**config.mk**
```make
export PLATFORM = sky130hd
export DESIGN_NAME = multicycle_controller
export DESIGN_NICKNAME = d
export VERILOG_FILES = /design/src/rtl/multicycle_controller.sv
export SDC_FILE = /design/constraint.sdc
export NUM_CORES = 1
export LEC_CHECK = 0
export CAP_MARGIN = 10
export CORE_ASPECT_RATIO = 0.5
export CORE_MARGIN = 1
export CORE_UTILIZATION = 35
export CTS_BUF_LIST = sky130_fd_sc_hd__clkbuf_4 sky130_fd_sc_hd__clkbuf_8
export DETAILED_ROUTE_END_ITERATION = 10
export PLACE_DENSITY_LB_ADDON = 0.15
export SLEW_MARGIN = 20
export SYNTH_ARGS = -nofsm -noshare
export SYNTH_HDL_FRONTEND = slang
export SYNTH_SLANG_ARGS = --single-unit
```
**constraint.sdc**
```tcl
create_clock -name clk -period 3.78 [get_ports clk]
set_input_delay 0.378 -clock clk [delete_from_list [all_inputs] [get_ports clk]]
set_output_delay 0.378 -clock clk [all_outputs]
set_load 0.05 [all_outputs]
```
**src/rtl/multicycle_controller.sv**
```systemverilog
// Multi-cycle KGP-RISC control unit: steps each instruction through FETCH/DECODE/EXEC/MEM/WB/BRANCH.
// Optional feature macro: ILLEGAL_TRAP_EN (undefined opcodes enter a sticky TRAP state).
module multicycle_controller #(
  parameter int OPCODE_W = 6,
  parameter int WAIT_MAX = 15,
  parameter int CNT_W    = 8
) (
  input  logic                clk,
  input  logic                rst,
  input  logic [OPCODE_W-1:0] opcode,
  input  logic                imem_ready,
  input  logic                dmem_ready,
  output logic                imem_req,
  output logic                ir_write,
  output logic                pc_inc,
  output logic                pc_write,
  output logic                mem_read,
  output logic                mem_write,
  output logic                reg_write,
  output logic [1:0]          reg_dst,
  output logic [1:0]          mem2reg,
  output logic                alu_src,
  output logic                lbl_sel,
  output logic                jmp_sel,
  output logic                bus_err,
  output logic [2:0]          state_o,
  output logic                illegal_op
);

  typedef enum logic [2:0] {
    IDLE   = 3'd0,
    FETCH  = 3'd1,
    DECODE = 3'd2,
    EXEC   = 3'd3,
    MEM    = 3'd4,
    WB     = 3'd5,
    BRANCH = 3'd6,
    TRAP   = 3'd7
  } state_t;

  typedef enum logic [3:0] {
    CL_UNDEF, CL_RTYPE, CL_IMM, CL_LW, CL_SW, CL_COND, CL_BR, CL_BL, CL_LBL
  } opClass_t;

  state_t               state, nextState;
  logic [CNT_W-1:0]     waitCnt, waitCntNext;
  logic [OPCODE_W-1:0]  opLatch;
  opClass_t             decCls, latCls;
  logic                 waiting, accessReady, timeout;

  // Only the low 6 bits name an opcode; any set upper bit makes it undefined.
  function automatic opClass_t classify(input logic [OPCODE_W-1:0] op);
    logic [5:0] low;
    low = op[5:0];
    if ((op >> 6) != '0) return CL_UNDEF;
    casez (low)
      6'b000000:                     return CL_RTYPE;
      6'b001000, 6'b001001:          return CL_IMM;
      6'b010000:                     return CL_LW;
      6'b011000:                     return CL_SW;
      6'b101000, 6'b101001, 6'b101010: return CL_COND;
      6'b100000:                     return CL_BR;
      6'b101011:                     return CL_BL;
      6'b110???:                     return CL_LBL;
      default:                       return CL_UNDEF;
    endcase
  endfunction

  assign decCls  = classify(opcode);
  assign latCls  = classify(opLatch);
  assign state_o = state;

  assign waiting     = (state == FETCH) || (state == MEM);
  assign accessReady = (state == FETCH) ? imem_ready : dmem_ready;
  // A ready on the final wait cycle takes precedence over the timeout.
  assign timeout     = waiting && !accessReady && (waitCnt == CNT_W'(WAIT_MAX - 1));
  assign waitCntNext = (waiting && !accessReady && !timeout) ? waitCnt + 1'b1 : '0;
  assign bus_err     = timeout;

  always_ff @(posedge clk or posedge rst) begin
    if (rst) begin
      state   <= IDLE;
      waitCnt <= '0;
      opLatch <= '0;
    end else begin
      state   <= nextState;
      waitCnt <= waitCntNext;
      if (state == DECODE) opLatch <= opcode;
    end
  end

`ifdef ILLEGAL_TRAP_EN
  logic illegalReg;
  always_ff @(posedge clk or posedge rst) begin
    if (rst) illegalReg <= 1'b0;
    else if (state == DECODE && decCls == CL_UNDEF) illegalReg <= 1'b1;
  end
  assign illegal_op = illegalReg;
`else
  assign illegal_op = 1'b0;
`endif

  always_comb begin
    nextState = state;
    imem_req  = 1'b0;
    ir_write  = 1'b0;
    pc_inc    = 1'b0;
    pc_write  = 1'b0;
    mem_read  = 1'b0;
    mem_write = 1'b0;
    reg_write = 1'b0;
    reg_dst   = 2'b00;
    mem2reg   = 2'b00;
    alu_src   = 1'b0;
    lbl_sel   = 1'b0;
    jmp_sel   = 1'b0;
    case (state)
      IDLE: nextState = FETCH;
      FETCH: begin
        imem_req = 1'b1;
        if (imem_ready) begin
          ir_write  = 1'b1;
          pc_inc    = 1'b1;
          nextState = DECODE;
        end
      end
      DECODE: begin
        case (decCls)
          CL_RTYPE, CL_IMM, CL_LW, CL_SW:  nextState = EXEC;
          CL_COND, CL_BR, CL_BL, CL_LBL:   nextState = BRANCH;
`ifdef ILLEGAL_TRAP_EN
          default:                         nextState = TRAP;
`else
          default:                         nextState = FETCH;
`endif
        endcase
      end
      EXEC: begin
        alu_src   = (latCls != CL_RTYPE);
        nextState = (latCls == CL_LW || latCls == CL_SW) ? MEM : WB;
      end
      MEM: begin
        mem_read  = (latCls == CL_LW);
        mem_write = (latCls == CL_SW);
        if (dmem_ready) nextState = (latCls == CL_LW) ? WB : FETCH;
      end
      WB: begin
        reg_write = 1'b1;
        mem2reg   = (latCls == CL_LW) ? 2'b01 : 2'b11;
        nextState = FETCH;
      end
      BRANCH: begin
        // Conditional branches still raise pc_write; the datapath gates it.
        pc_write = 1'b1;
        lbl_sel  = (latCls == CL_LBL);
        jmp_sel  = (latCls == CL_BR);
        if (latCls == CL_BL) begin
          reg_write = 1'b1;
          reg_dst   = 2'b11;
          mem2reg   = 2'b00;
        end
        nextState = FETCH;
      end
`ifdef ILLEGAL_TRAP_EN
      TRAP:    nextState = TRAP;
`endif
      default: nextState = IDLE;
    endcase
  end

endmodule

```
---- Word-level counts from Yosys, hierarchy flattened ----
Memory sizes are Yosys's and may differ from the RTL's.
Index checks and enable logic that the tools add are counted.
cells by class
  $add $sub $neg .......................... 1
  equality and inequality tests ........... 35
  multiplexer cells ....................... 24
  reductions and logical operators ........ 16
operators by type and width
  kind                 number
  $pmux 4 s8           2
  $eq 6x6->1 const B   10
  $eq 6x4->1 const B   4
  $eq 6x5->1 const B   4
  $eq 3x3->1 const B   5
  $pmux 3 s5           1
  $eq 4x3->1 const B   3
  $logic_not 6->1      2
  $mux 1               12
  $mux 3               3
  $reduce_or 3->1      3
  $add 8x1->8 const B  1
  $eq 8x4->1 const B   1
  $mux 2               4
  $mux 8               1
  $eq 3x2->1 const B   2
  $eq 4x2->1 const B   1
  $eq 4x4->1 const B   1
  $ne 2x2->1 const B   2
  $ne 4x1->1 const B   1
  $reduce_or 2->1      2
  $eq 3x1->1 const B   1
  $logic_and 1x1->1    3
  $logic_not 3->1      1
  other kinds (4)      6
word-level totals
  flip-flop bits (word level) ............. 17
  memory bits (read-only) ................. 48
  logic and storage cells ................. 80
  memories ................................ 1
memory list
  name              depth  width  rd ports  clocked after Yosys merged registers in  wr ports  RTL line  text
  (name not given)  16     3      1         0                                        0         128       case (decCls)

---- Longest topological paths before layout ----
  depth after elaboration ................. 8
  mapped depth ............................ 6
  depth with buffers taken out ............ 6

---- Least setup slack after synthesis ----
OpenSTA, ideal clock, no wires.
  path kind ............................... register -> output
  start point ............................. register state[2], in the netlist state_o[2]
  end point ............................... output reg_write
  arrival time ............................ 3.223 ns
  required time ........................... 3.402 ns
  setup slack ............................. 0.179 ns
  stages on the path, launching flop included .. 6
  buffers on the path ..................... 1
  cells stage by stage .................... dfrtp_1 buf_4 and3b_1 nand2_1 nor3_1 or2_1
on the way
  longest elaborated chain between the ends .. 2
  elaborated cells on any way between the ends .. 3
  classes of those cells .................. eq/ne (2); mux (1)
RTL lines
  item                      RTL line  text
  start: declaration        45        state_t state, nextState;
  start signal: assignment  86        state <= nextState;
  $eq 3x3->1                117       case (state)
  $pmux 1 s2 (*)            117
  end: declaration          19        output logic reg_write,
Every way passes the cells marked *; elsewhere a longest branch is shown, timed or not.

---- Worst setup path after layout ----
  start point ............................. register waitCnt[0]
  end point ............................... output bus_err
on the way
  longest elaborated chain between the ends .. 2
RTL lines
  item                      RTL line  text
  start: declaration        46        logic [CNT_W-1:0] waitCnt, waitCntNext;
  start signal: assignment  87        waitCnt <= waitCntNext;
  $eq 8x4->1                76        assign timeout = waiting && !accessReady && (waitCnt == CNT_W'(WAIT_MAX - 1));
  $logic_and 1x1->1         76
  end: declaration          25        output logic bus_err,
Every way passes these cells.

==> results.toml <==
[die]
die-area_mm2 = 0.00325
fp-row-count = 13
fp.dieW_um = 79.6
io_pins = 29
fp.coreArea_mm2 = 0.00272
initial_utilization_pct = 38.8
die_y_um = 40.8

[clocking]
ctsResizeCount = 0
htree_num_levels = 1
postCtsSetupBuffers = 0
clock_buffer_depth = 2
cts.clk_slew.worst_paths_ns = 0.06
ctsRootBufferMaster = "sky130_fd_sc_hd__clkbuf_8"
cts_tree = "done"
cts.sink_count = 17
cts_hold_buf = 0
clock_latency_ns = 0.25
cts_inserted_buffers = 3

[synth]
yosysUniqueCellTypes = 42
postSynthRegisterBits = 17
count_of_flip_flops_with_a_built_in_enable_after_synthesis = 0
seq_area_frac_synth_pct = 40.3
synth_cells = 114
syn_area_per_cell_um2 = 9.25
most_numerous_cell_types_in_the_synthesized_netlist = "sky130_fd_sc_hd__dfrtp_1 (17), sky130_fd_sc_hd__nor2_1 (16), sky130_fd_sc_hd__inv_1 (9), sky130_fd_sc_hd__nand2_1 (9), sky130_fd_sc_hd__nor3_1 (6)"
synth_top_flop_cell = "sky130_fd_sc_hd__dfrtp_1"
synth.top_cells.by_area = "sky130_fd_sc_hd__dfrtp_1 (40%), sky130_fd_sc_hd__nor2_1 (5.7%), sky130_fd_sc_hd__mux2_2 (5.3%)"
largest_family_of_logic_cells_by_synthesized_area = "simple AND/OR/NAND/NOR gates"
synth-compound-area-share_pct = 14.0
most_common_cell_in_the_synthesized_netlist = "sky130_fd_sc_hd__dfrtp_1"
yosysTopAreaCell = "sky130_fd_sc_hd__dfrtp_1"
synth_fa_ha_area_share_pct = 2.37
yosysTopAreaCellShare_pct = 40.3
count_of_synthesis_stage_warnings_from_yosys = 0
mappedNetlistArea_mm2 = 0.00105
synth_xor_area_share_pct = 2.49
synth.mux.area_fraction_pct = 6.29
asyncSetResetFlopFracSynth_pct = 100
mappedNetlistNets = 126
synth-simple-area-share_pct = 28.1

[grt]
grt.overflow.total = 0
grt_pass1_wl_um = 3690
gr-usage-all-layers_pct = 15.8
antenna_found_initial = 0
first_global_vias = 786
grt_max_degree = 18

[power]
switching_power_as_a_share_of_total_power_pct = 45.7
powerDensity_mw_per_mm2 = 669
internal_power_of_the_cells_mw = 0.505
power_frac_clock_pct = 15.2
power.share.combinational_pct = 50.4
seq_power_share_pct = 34.3
report.power.total_mw = 0.930
total_switching_power_mw = 0.425
leak_pwr_nw = 0.566
ir_drop_uv = 302

[timing]
finalWorstPathRequiredPeriod_ns = 2.85
post_route_setup_tns_ns = 0
setup_viol = 0
fmax_mhz = 351
worst_slack_ns = 0.930
finClkSkew_ns = 0.00120
max_slew.worst_pin.slew_ns = 0.648
hold-worst-slack_ns = 0.516
timing.final.crit_share_pct = 75.4
final-max-slew-violation-count = 0
final_hold_viol_count = 0
relSlewSlack_pct = 56.8
rsz0062_at_grt = "no"

[placement]
dp_worst_setup_slack_ns = 1.21
placed_area_mm2 = 0.00134
place_hpwl_um = 1730
replace_congestion = 0.753
io_buffer_count = 27
place_inst = 174

[finish]
filler_cell_count = 251
utilization_pct = 51.2
finish.net_count = 154
antennaDiodeCount = 0
layout.cells.non_filler = 178
area_growth_pct = 31.8
fin_area_mm2 = 0.00139
layout-drive-gt1-share_pct = 10.6

[route]
drt-initial-drc-count = 79
drt_pass1_iterations = 5
detail_route.drc_violations = 0
drt_wl_total_um = 2230
vias_per_cell = 4.98
route.vias.total = 887
drt-wirelength-per-cell_um = 12.5
remaining_antenna_violation_count_after_routing = 0

[worst_setup_path]
path_cells = "inv_1, ha_1, nor4b_1, nand2b_1, nor3_1, clkdlybuf4s50_1"
ff2ff_path_depth = 6
critPathLaunch = "waitCnt[0]$_DFF_PP0_"
reg2reg_slack_ns = 2.09
cp.required_ns = 3.40
critPathArrivalTime_ns = 2.47
critPathMaxFanout = 7
critical_path.reg2reg.endpoint = "waitCnt[7]$_DFF_PP0_"
crit_path_max_incr_delay_ns = 0.83
worst-setup-path-type = "flip-flop to output port"
worst_path_max_delay_cell = "sky130_fd_sc_hd__clkdlybuf4s50_1"
cp-end-kind = "output port"
r2r-start = "waitCnt[0]$_DFF_PP0_"
category_of_the_worst_setup_path_launch_point = "flip-flop"

[run_status]
outcome = "finished, final reports clean"

[flow_run]
max-cap-violations = 0

[min_path]
hold_path.class = "input pin to asynchronous set/reset pin"
==> layout by cell type (no fill, tap or decap), types with 2 or more instances in the layout <==
master                             n
sky130_fd_sc_hd__a21oi_1           5
sky130_fd_sc_hd__and2_1            2
sky130_fd_sc_hd__and3_1            2
sky130_fd_sc_hd__clkbuf_8          3
sky130_fd_sc_hd__clkdlybuf4s50_1  27
sky130_fd_sc_hd__dfrtp_1          17
sky130_fd_sc_hd__ha_1              2
sky130_fd_sc_hd__inv_1             9
sky130_fd_sc_hd__mux2_2            5
sky130_fd_sc_hd__nand2_1           9
sky130_fd_sc_hd__nand4_1           3
sky130_fd_sc_hd__nand4b_1          2
sky130_fd_sc_hd__nor2_1           16
sky130_fd_sc_hd__nor3_1            6
sky130_fd_sc_hd__o21ai_0           2
sky130_fd_sc_hd__or3_1             2
sky130_fd_sc_hd__xor2_1            2
==> critical path, delay by kind of cell (launching register included) <==
kind / cells / cell delay (ns)
adder cells (fa/ha/maj): 1 / 0.13
buffers and inverters: 2 / 0.92
flip-flops: 1 / 0.45
AND/OR/NAND/NOR: 3 / 0.73
==> power by group through the flow <==
stage / Clock [mW] / Combinational (mW) / Sequential (mW)
floorplan: 0 / 0.318 / 0.339
global placement: 0 / 0.471 / 0.321
detailed placement: 0 / 0.475 / 0.321
CTS: 0.149 / 0.476 / 0.318
global route: 0.159 / 0.507 / 0.330
finish: 0.142 / 0.469 / 0.319
==> layout make-up <==
| type | count | area (um^2) | share of cell area, % |
|---|---|---|---|
| Sequential cell | 17 | 425 | 30.6 |
| Timing Repair Buffer | 27 | 270 | 19.4 |
| Tap cell | 37 | 46.3 | 3.33 |
| Multi-Input combinational cell | 84 | 566 | 40.7 |
| Inverter | 9 | 33.8 | 2.43 |
| Clock buffer | 4 | 48.8 | 3.51 |
==> state kept, by name, indices dropped and copies added (netlist names) <==
register,cells
opLatch,6
state_o,3
waitCnt,8
==> routing by layer <==
metal,up-vias,GRT usage (%),share of wire [%]
met5,-,0,0
met4,0,2.73,0.31
met3,2,5.56,5.1
met2,21,27.4,45
met1,408,19.8,50
li1,456,-,-
==> logic make-up after synthesis <==
group | count (synthesis)
other | 1
and+or+nand+nor | 54
xor gates and xnor gates | 3
muxes | 6
adders and majority gates | 2
DFF | 17
buffers and inverters | 13
AOI/OAI and AO/OA | 18
==> worst max-delay path by stage <==
stage | endpoint | slack, ns
finish | bus_err | 0.93
global route | bus_err | 0.79
CTS | bus_err | 0.92
detailed placement | bus_err | 1.21
global placement | bus_err | 1.24
floorplan | reg_write | 0.18
(Power assumes the default switching activity.)
